$ cat src/rtl/mips_pkg.sv
// Shared MIPS decode constants, control bundle and hazard FSM encoding.
// Imported by the IF/ID register stage and its control decoder.
package mips_pkg;

    localparam logic [5:0] OP_RTYPE = 6'b000000;
    localparam logic [5:0] OP_LW    = 6'b100011;
    localparam logic [5:0] OP_SW    = 6'b101011;
    localparam logic [5:0] OP_BEQ   = 6'b000100;
    localparam logic [5:0] OP_ADDI  = 6'b001000;
    localparam logic [5:0] OP_J     = 6'b000010;

    localparam logic [1:0] ALUOP_ADD   = 2'b00;
    localparam logic [1:0] ALUOP_SUB   = 2'b01;
    localparam logic [1:0] ALUOP_FUNCT = 2'b10;

    localparam logic [15:0] STALL_MAX = 16'hFFFF;

    typedef enum logic [0:0] {
        ST_RUN    = 1'b0,
        ST_BUBBLE = 1'b1
    } hz_state_t;

    typedef struct packed {
        logic [31:0] instr;
        logic [31:0] pc_plus4;
        logic        valid;
    } if_id_t;

    typedef struct packed {
        logic       regwrite;
        logic       memtoreg;
        logic       mem_write;
        logic       memread;
        logic       alu_src;
        logic       regdst;
        logic       branch;
        logic       jump;
        logic [1:0] aluop;
    } ctrl_t;

    localparam ctrl_t CTRL_NOP = '0;

    // Opcodes whose rt field is a source operand rather than a destination.
    function automatic logic reads_rt(input logic [5:0] op);
        return (op == OP_RTYPE) || (op == OP_SW) || (op == OP_BEQ);
    endfunction

endpackage

$ cat src/rtl/main_control.sv
// Combinational opcode-to-control decoder for the ID stage.
// Unknown opcodes produce no controls and raise illegal.
module main_control
    import mips_pkg::*;
(
    input  logic [5:0] opcode,
    output ctrl_t      ctrl,
    output logic       illegal
);

    always_comb begin
        ctrl    = CTRL_NOP;
        illegal = 1'b0;
        unique case (1'b1)
            (opcode == OP_RTYPE): begin
                ctrl.regdst   = 1'b1;
                ctrl.regwrite = 1'b1;
                ctrl.aluop    = ALUOP_FUNCT;
            end
            (opcode == OP_LW): begin
                ctrl.alu_src  = 1'b1;
                ctrl.memtoreg = 1'b1;
                ctrl.regwrite = 1'b1;
                ctrl.memread  = 1'b1;
                ctrl.aluop    = ALUOP_ADD;
            end
            (opcode == OP_SW): begin
                ctrl.alu_src   = 1'b1;
                ctrl.mem_write = 1'b1;
                ctrl.aluop     = ALUOP_ADD;
            end
            (opcode == OP_BEQ): begin
                ctrl.branch = 1'b1;
                ctrl.aluop  = ALUOP_SUB;
            end
            (opcode == OP_ADDI): begin
                ctrl.alu_src  = 1'b1;
                ctrl.regwrite = 1'b1;
                ctrl.aluop    = ALUOP_ADD;
            end
            (opcode == OP_J): begin
                ctrl.jump = 1'b1;
            end
            default: begin
                illegal = 1'b1;
            end
        endcase
    end

endmodule

$ cat src/rtl/if_id_stage.sv
// IF/ID pipeline register with field slicing, control decode,
// load-use hazard FSM and a saturating stall counter.
module if_id_stage
    import mips_pkg::*;
(
    input  logic        clk,
    input  logic        rst,
    input  logic [31:0] if_instr,
    input  logic [31:0] if_pc_plus4,
    input  logic        if_valid,
    input  logic        flush,
    input  logic        ex_memread,
    input  logic [4:0]  ex_rt,
    output logic        id_valid,
    output logic [31:0] id_pc_plus4,
    output logic [5:0]  id_function,
    output logic [4:0]  id_rs,
    output logic [4:0]  id_rt,
    output logic [4:0]  id_rd,
    output logic [4:0]  id_shamt,
    output logic        id_regwrite,
    output logic        id_memtoreg,
    output logic        id_mem_write,
    output logic        id_memread,
    output logic        id_ALUSrc,
    output logic        id_regdst,
    output logic        id_branch,
    output logic        id_jump,
    output logic [1:0]  id_ALUOp,
    output logic        id_illegal,
    output logic        pc_write,
    output logic        ifid_write,
    output logic [15:0] stall_count
);

    if_id_t     ifid_q;
    hz_state_t  state_q;
    hz_state_t  state_d;
    logic [15:0] stall_count_q;
    logic [5:0] opcode;
    logic       hazard;
    logic       bubble;
    logic       live;
    ctrl_t      dec_ctrl;
    ctrl_t      out_ctrl;
    logic       dec_illegal;

    assign opcode      = ifid_q.instr[31:26];
    assign id_rs       = ifid_q.instr[25:21];
    assign id_rt       = ifid_q.instr[20:16];
    assign id_rd       = ifid_q.instr[15:11];
    assign id_shamt    = ifid_q.instr[10:6];
    assign id_function = ifid_q.instr[5:0];
    assign id_valid    = ifid_q.valid;
    assign id_pc_plus4 = ifid_q.pc_plus4;
    assign stall_count = stall_count_q;

    main_control u_main_control (
        .opcode  (opcode),
        .ctrl    (dec_ctrl),
        .illegal (dec_illegal)
    );

    // Load-use check only applies while running; a bubble already covers it.
    assign hazard = (state_q == ST_RUN)
                  & ifid_q.valid
                  & ex_memread
                  & (ex_rt != 5'd0)
                  & ((ex_rt == id_rs)
                     | ((ex_rt == id_rt) & reads_rt(opcode)));

    always_ff @(posedge clk or posedge rst) begin
        if (rst) begin
            state_q <= ST_RUN;
        end else begin
            state_q <= state_d;
        end
    end

    always_comb begin
        state_d = state_q;
        if (flush) begin
            state_d = ST_RUN;
        end else begin
            unique case (state_q)
                ST_RUN:    state_d = hazard ? ST_BUBBLE : ST_RUN;
                ST_BUBBLE: state_d = ST_RUN;
                default:   state_d = ST_RUN;
            endcase
        end
    end

    always_comb begin
        bubble     = hazard & ~flush;
        pc_write   = ~bubble;
        ifid_write = ~bubble;
    end

    // Flush squashes the word; pc_plus4 is left as-is since valid=0 masks it.
    always_ff @(posedge clk or posedge rst) begin
        if (rst) begin
            ifid_q <= '0;
        end else if (flush) begin
            ifid_q.instr <= 32'd0;
            ifid_q.valid <= 1'b0;
        end else if (ifid_write) begin
            ifid_q.instr    <= if_instr;
            ifid_q.pc_plus4 <= if_pc_plus4;
            ifid_q.valid    <= if_valid;
        end
    end

    always_ff @(posedge clk or posedge rst) begin
        if (rst) begin
            stall_count_q <= 16'd0;
        end else if (bubble && (stall_count_q != STALL_MAX)) begin
            stall_count_q <= stall_count_q + 16'd1;
        end
    end

    assign live       = ifid_q.valid & ~bubble;
    assign out_ctrl   = live ? dec_ctrl : CTRL_NOP;
    assign id_illegal = live & dec_illegal;

    assign id_regwrite  = out_ctrl.regwrite;
    assign id_memtoreg  = out_ctrl.memtoreg;
    assign id_mem_write = out_ctrl.mem_write;
    assign id_memread   = out_ctrl.memread;
    assign id_ALUSrc    = out_ctrl.alu_src;
    assign id_regdst    = out_ctrl.regdst;
    assign id_branch    = out_ctrl.branch;
    assign id_jump      = out_ctrl.jump;
    assign id_ALUOp     = out_ctrl.aluop;

endmodule

$ cat config.mk
export PLATFORM = sky130hd
export DESIGN_NAME = if_id_stage
export DESIGN_NICKNAME = d
export VERILOG_FILES = /design/src/rtl/mips_pkg.sv /design/src/rtl/main_control.sv /design/src/rtl/if_id_stage.sv
export SDC_FILE = /design/constraint.sdc
export NUM_CORES = 1
export LEC_CHECK = 0
export CAP_MARGIN = 20
export CORE_MARGIN = 2
export CORE_UTILIZATION = 48
export DETAILED_ROUTE_END_ITERATION = 8
export PLACE_DENSITY = 0.94
export SYNTH_ARGS = -nofsm -noshare
export SYNTH_HDL_FRONTEND = slang
export SYNTH_SLANG_ARGS = --single-unit
$ cat constraint.sdc
create_clock -name clk -period 6.4 [get_ports clk]
set_clock_uncertainty 0.15 [all_clocks]
set_input_delay 1.6 -clock clk [delete_from_list [all_inputs] [get_ports clk]]
set_output_delay 1.6 -clock clk [all_outputs]
set_load 0.01 [all_outputs]
==> results.json <==
{
  "cts_resized": 0,
  "rsz0062_at_grt": "false",
  "internal-power_mw": 0.951,
  "tns_ps": 0,
  "p_switching_mw": 0.292,
  "path_buf_inv": 2,
  "clk_latency_ps": 340,
  "crit_family": "simple AND/OR/NAND/NOR gates",
  "ys_types": 37,
  "p_leak_nw": 2.54,
  "setup_violations": 0,
  "final_core_utilization_pct": 65.9,
  "slew_viol_final": 0,
  "coreArea_um2": 8640,
  "finalPower_mw": 1.24,
  "cp.required_ps": 4650,
  "initial_core_util_pct": 48.9,
  "end_kind": "output port",
  "ys_ff_latch": 82,
  "ant_nets": 0,
  "avgSynthCellArea_um2": 10.7,
  "vias": 3115,
  "fin_hold_ws_ps": 345,
  "synth_cells": 395,
  "crit_chain": "clkdlybuf4s50_1 > or4_1 > o2111ai_2 > or4_4 > o31a_4 > o21ai_0 > nor3_1 > clkdlybuf4s50_1",
  "hold_viol": 0,
  "grt_pass1_wl_um": 15900,
  "cts_tree": "built",
  "place.gp.congestion": 0.890,
  "synth_nets": 470,
  "drt_wl_total_um": 9710,
  "drt_iter0_markers": 98,
  "antenna_found_initial": 0,
  "cts_setup_buffers": 0,
  "hp-class": "reg -> reg",
  "seqPwrFrac_pct": 46.3,
  "worst_ep_arrival_time_ps": 4480,
  "wl_per_cell_um": 16.0,
  "crit_top_cell": "clkdlybuf4s50_1",
  "worstPathMaxFanout": 5,
  "fin_crit_ps": 6230,
  "cts_sinks": 82,
  "areaGrowthSynthToFinish_pct": 34.8,
  "synth-xor-area-share_pct": 5.19,
  "synthAdderAreaFrac_pct": 0.533,
  "hpwl_um": 7030,
  "cts_root_buf": "clkbuf_8",
  "n_fill_cell": 673,
  "synth_warnings": 0,
  "yosys.area_share.simple_pct": 14.5,
  "synth_compound_area_share_pct": 5.33,
  "grt_max_degree": 83,
  "portBuffers": 161,
  "die_h_um": 97.8,
  "switching_share_pct": 23.5,
  "first_pass_iters": 4,
  "num_antenna_cells": 0,
  "die_area_um2": 9560,
  "post-route-period-util_pct": 97.3,
  "drv_cap": 0,
  "worstMarginPinSlew_ps": 641,
  "route.detailed.drc": 0,
  "layout.nets": 569,
  "yosys-mux-area-fraction_pct": 11.5,
  "crit_type": "in -> out",
  "stdcell_count": 607,
  "ioPinCount": 162,
  "drt-vias-per-instance": 5.13,
  "p_comb_share_pct": 17.6,
  "netlist_area_um2": 4220,
  "path_clk_slew_ps": 90,
  "synth_top_family_by_area": "simple AND/OR/NAND/NOR gates",
  "numCtsBuffers": 9,
  "drive_gt1_share_pct": 12.2,
  "slowest_delay_ps": 620,
  "track_usage_pct": 20.7,
  "placed_cells": 590,
  "overflow": 0,
  "htree_num_levels": 3,
  "status": "complete, no violations",
  "die_w_um": 97.8,
  "p_per_area_nw_per_um2": 218,
  "clock.fmax_mhz": 161,
  "cts.path.max_buffers": 2,
  "synth_seq_area_share_pct": 48.6,
  "slew-limit-headroom_pct": 57.3,
  "crit_slowest_cell": "clkdlybuf4s50_1",
  "grt_pass1_vias": 3205,
  "cp-start-kind": "primary input",
  "vdd_drop_max_uv": 122,
  "ctsHoldBuffers": 0,
  "rows": 34,
  "clkPwrFrac_pct": 36.1
}
## area by class of cell
type	instances	area (µm²)	share of cell area, %
flip-flops and latches	82	2050	36.0
multi-input cells	231	1580	27.7
clock buffers	10	128	2.24
clock inverters	6	114	2.00
inverters	4	16.3	0.286
repair buffers	166	1670	29.3
well taps	108	135	2.37
## stage by stage
| stage | worst slack, ps | area, µm² |
|---|---|---|
| 4_1_cts | 200 | 5670 |
| 3_5_place_dp | 212 | 5420 |
| 5_1_grt | 60.9 | 5690 |
| 6_report | 173 | 5690 |
| 3_3_place_gp | 344 | 5420 |
| 2_1_floorplan | 1210 | 4220 |
## synth_stat cells
library cell / number / area [µm²]
nand2_1: 74 / 278
nor3_1: 7 / 35.0
and3_1: 4 / 25.0
and4_1: 1 / 8.76
and4b_1: 1 / 10.0
clkbuf_1: 5 / 18.8
or4_4: 1 / 11.3
a21oi_1: 35 / 175
mux2_4: 30 / 450
mux2_2: 3 / 33.8
buf_4: 60 / 450
buf_12: 3 / 60.1
buf_1: 1 / 3.75
ha_1: 1 / 12.5
o2111ai_2: 1 / 15.0
or2_2: 1 / 6.26
xnor2_1: 11 / 96.3
maj3_1: 1 / 10.0
or3_1: 2 / 12.5
nor3b_1: 1 / 7.51
nand4b_1: 1 / 8.76
nor2_1: 14 / 52.6
nor4_2: 1 / 12.5
xor2_1: 14 / 123
nor4_1: 7 / 43.8
nor4b_1: 2 / 17.5
nand2b_4: 1 / 13.8
nand4_1: 3 / 18.8
inv_1: 4 / 15.0
dfrtp_1: 82 / 2050
o31a_4: 1 / 17.5
or4_1: 1 / 7.51
nand3_1: 9 / 45.0
o31ai_1: 1 / 7.51
o21ai_0: 2 / 10.0
buf_6: 2 / 22.5
buf_2: 7 / 35.0
## worst paths after layout
check / from / end / slack (ps) / cells past startpoint
setup / recovery: ex_rt[1] / id_mem_write / 170 / 8
hold reg to reg: stall_count[9] / stall_count[9] / 340 / 1
setup reg to reg: ifid_q[59] / id_pc_plus4[30] / 3450 / 6
max in group asynchronous: rst / id_rd[0] / 4090 / 4
hold / removal: stall_count[9] / stall_count[9] / 340 / 1
min in group asynchronous: rst / id_pc_plus4[27] / 1420 / 3
## state kept, by name (all words and copies together) (netlist names)
signal / flops
id_pc_plus4: 32
stall_count: 16
id_function: 6
ifid_q: 6
id_rd: 5
id_rs: 5
id_rt: 5
id_shamt: 5
id_valid: 1
state_q: 1
## power groups by stage
stage | logic [mW] | registers [mW] | clock network, mW
6_report | 0.219 | 0.576 | 0.448
3_3_place_gp | 0.213 | 0.583 | 0
3_5_place_dp | 0.218 | 0.586 | 0
4_1_cts | 0.220 | 0.575 | 0.462
5_1_grt | 0.234 | 0.581 | 0.483
2_1_floorplan | 0.139 | 0.578 | 0
## cell usage in the layout, fill, tap and decap left out, types with 2 or more instances in the layout
| master | synthesis | layout |
|---|---|---|
| o21ai_0 | 2 | 2 |
| dfrtp_1 | 82 | 82 |
| xor2_1 | 14 | 14 |
| and3_1 | 4 | 4 |
| bufinv_16 | 0 | 3 |
| nor2_1 | 14 | 14 |
| mux2_4 | 30 | 30 |
| a21oi_1 | 35 | 35 |
| clkdlybuf4s50_1 | 0 | 161 |
| buf_4 | 60 | 4 |
| nand3_1 | 9 | 9 |
| nor3_1 | 7 | 7 |
| nor4_1 | 7 | 7 |
| mux2_2 | 3 | 3 |
| xnor2_1 | 11 | 11 |
| nor4b_1 | 2 | 2 |
| clkinvlp_4 | 0 | 2 |
| clkbuf_8 | 0 | 9 |
| nand2_1 | 74 | 74 |
| inv_1 | 4 | 3 |
| or3_1 | 2 | 2 |
| nand4_1 | 3 | 3 |
## cells by family (layout without fill, tap and decap cells)
family,Yosys count,count (layout)
compound gates,40,40
flops,82,82
xor+xnor,25,25
buf+inv,82,186
mux,33,33
fa+ha+maj,2,2
simple gates,131,131
## per-layer routing
metal	GRT usage, %	wire [µm]	part of all wire (%)
met5	0	0	0
met4	9.51	258	2.7
met3	3.36	418	4.3
met1	26.1	4000	41
met2	35.2	5030	52
(Power assumes the default switching activity.)
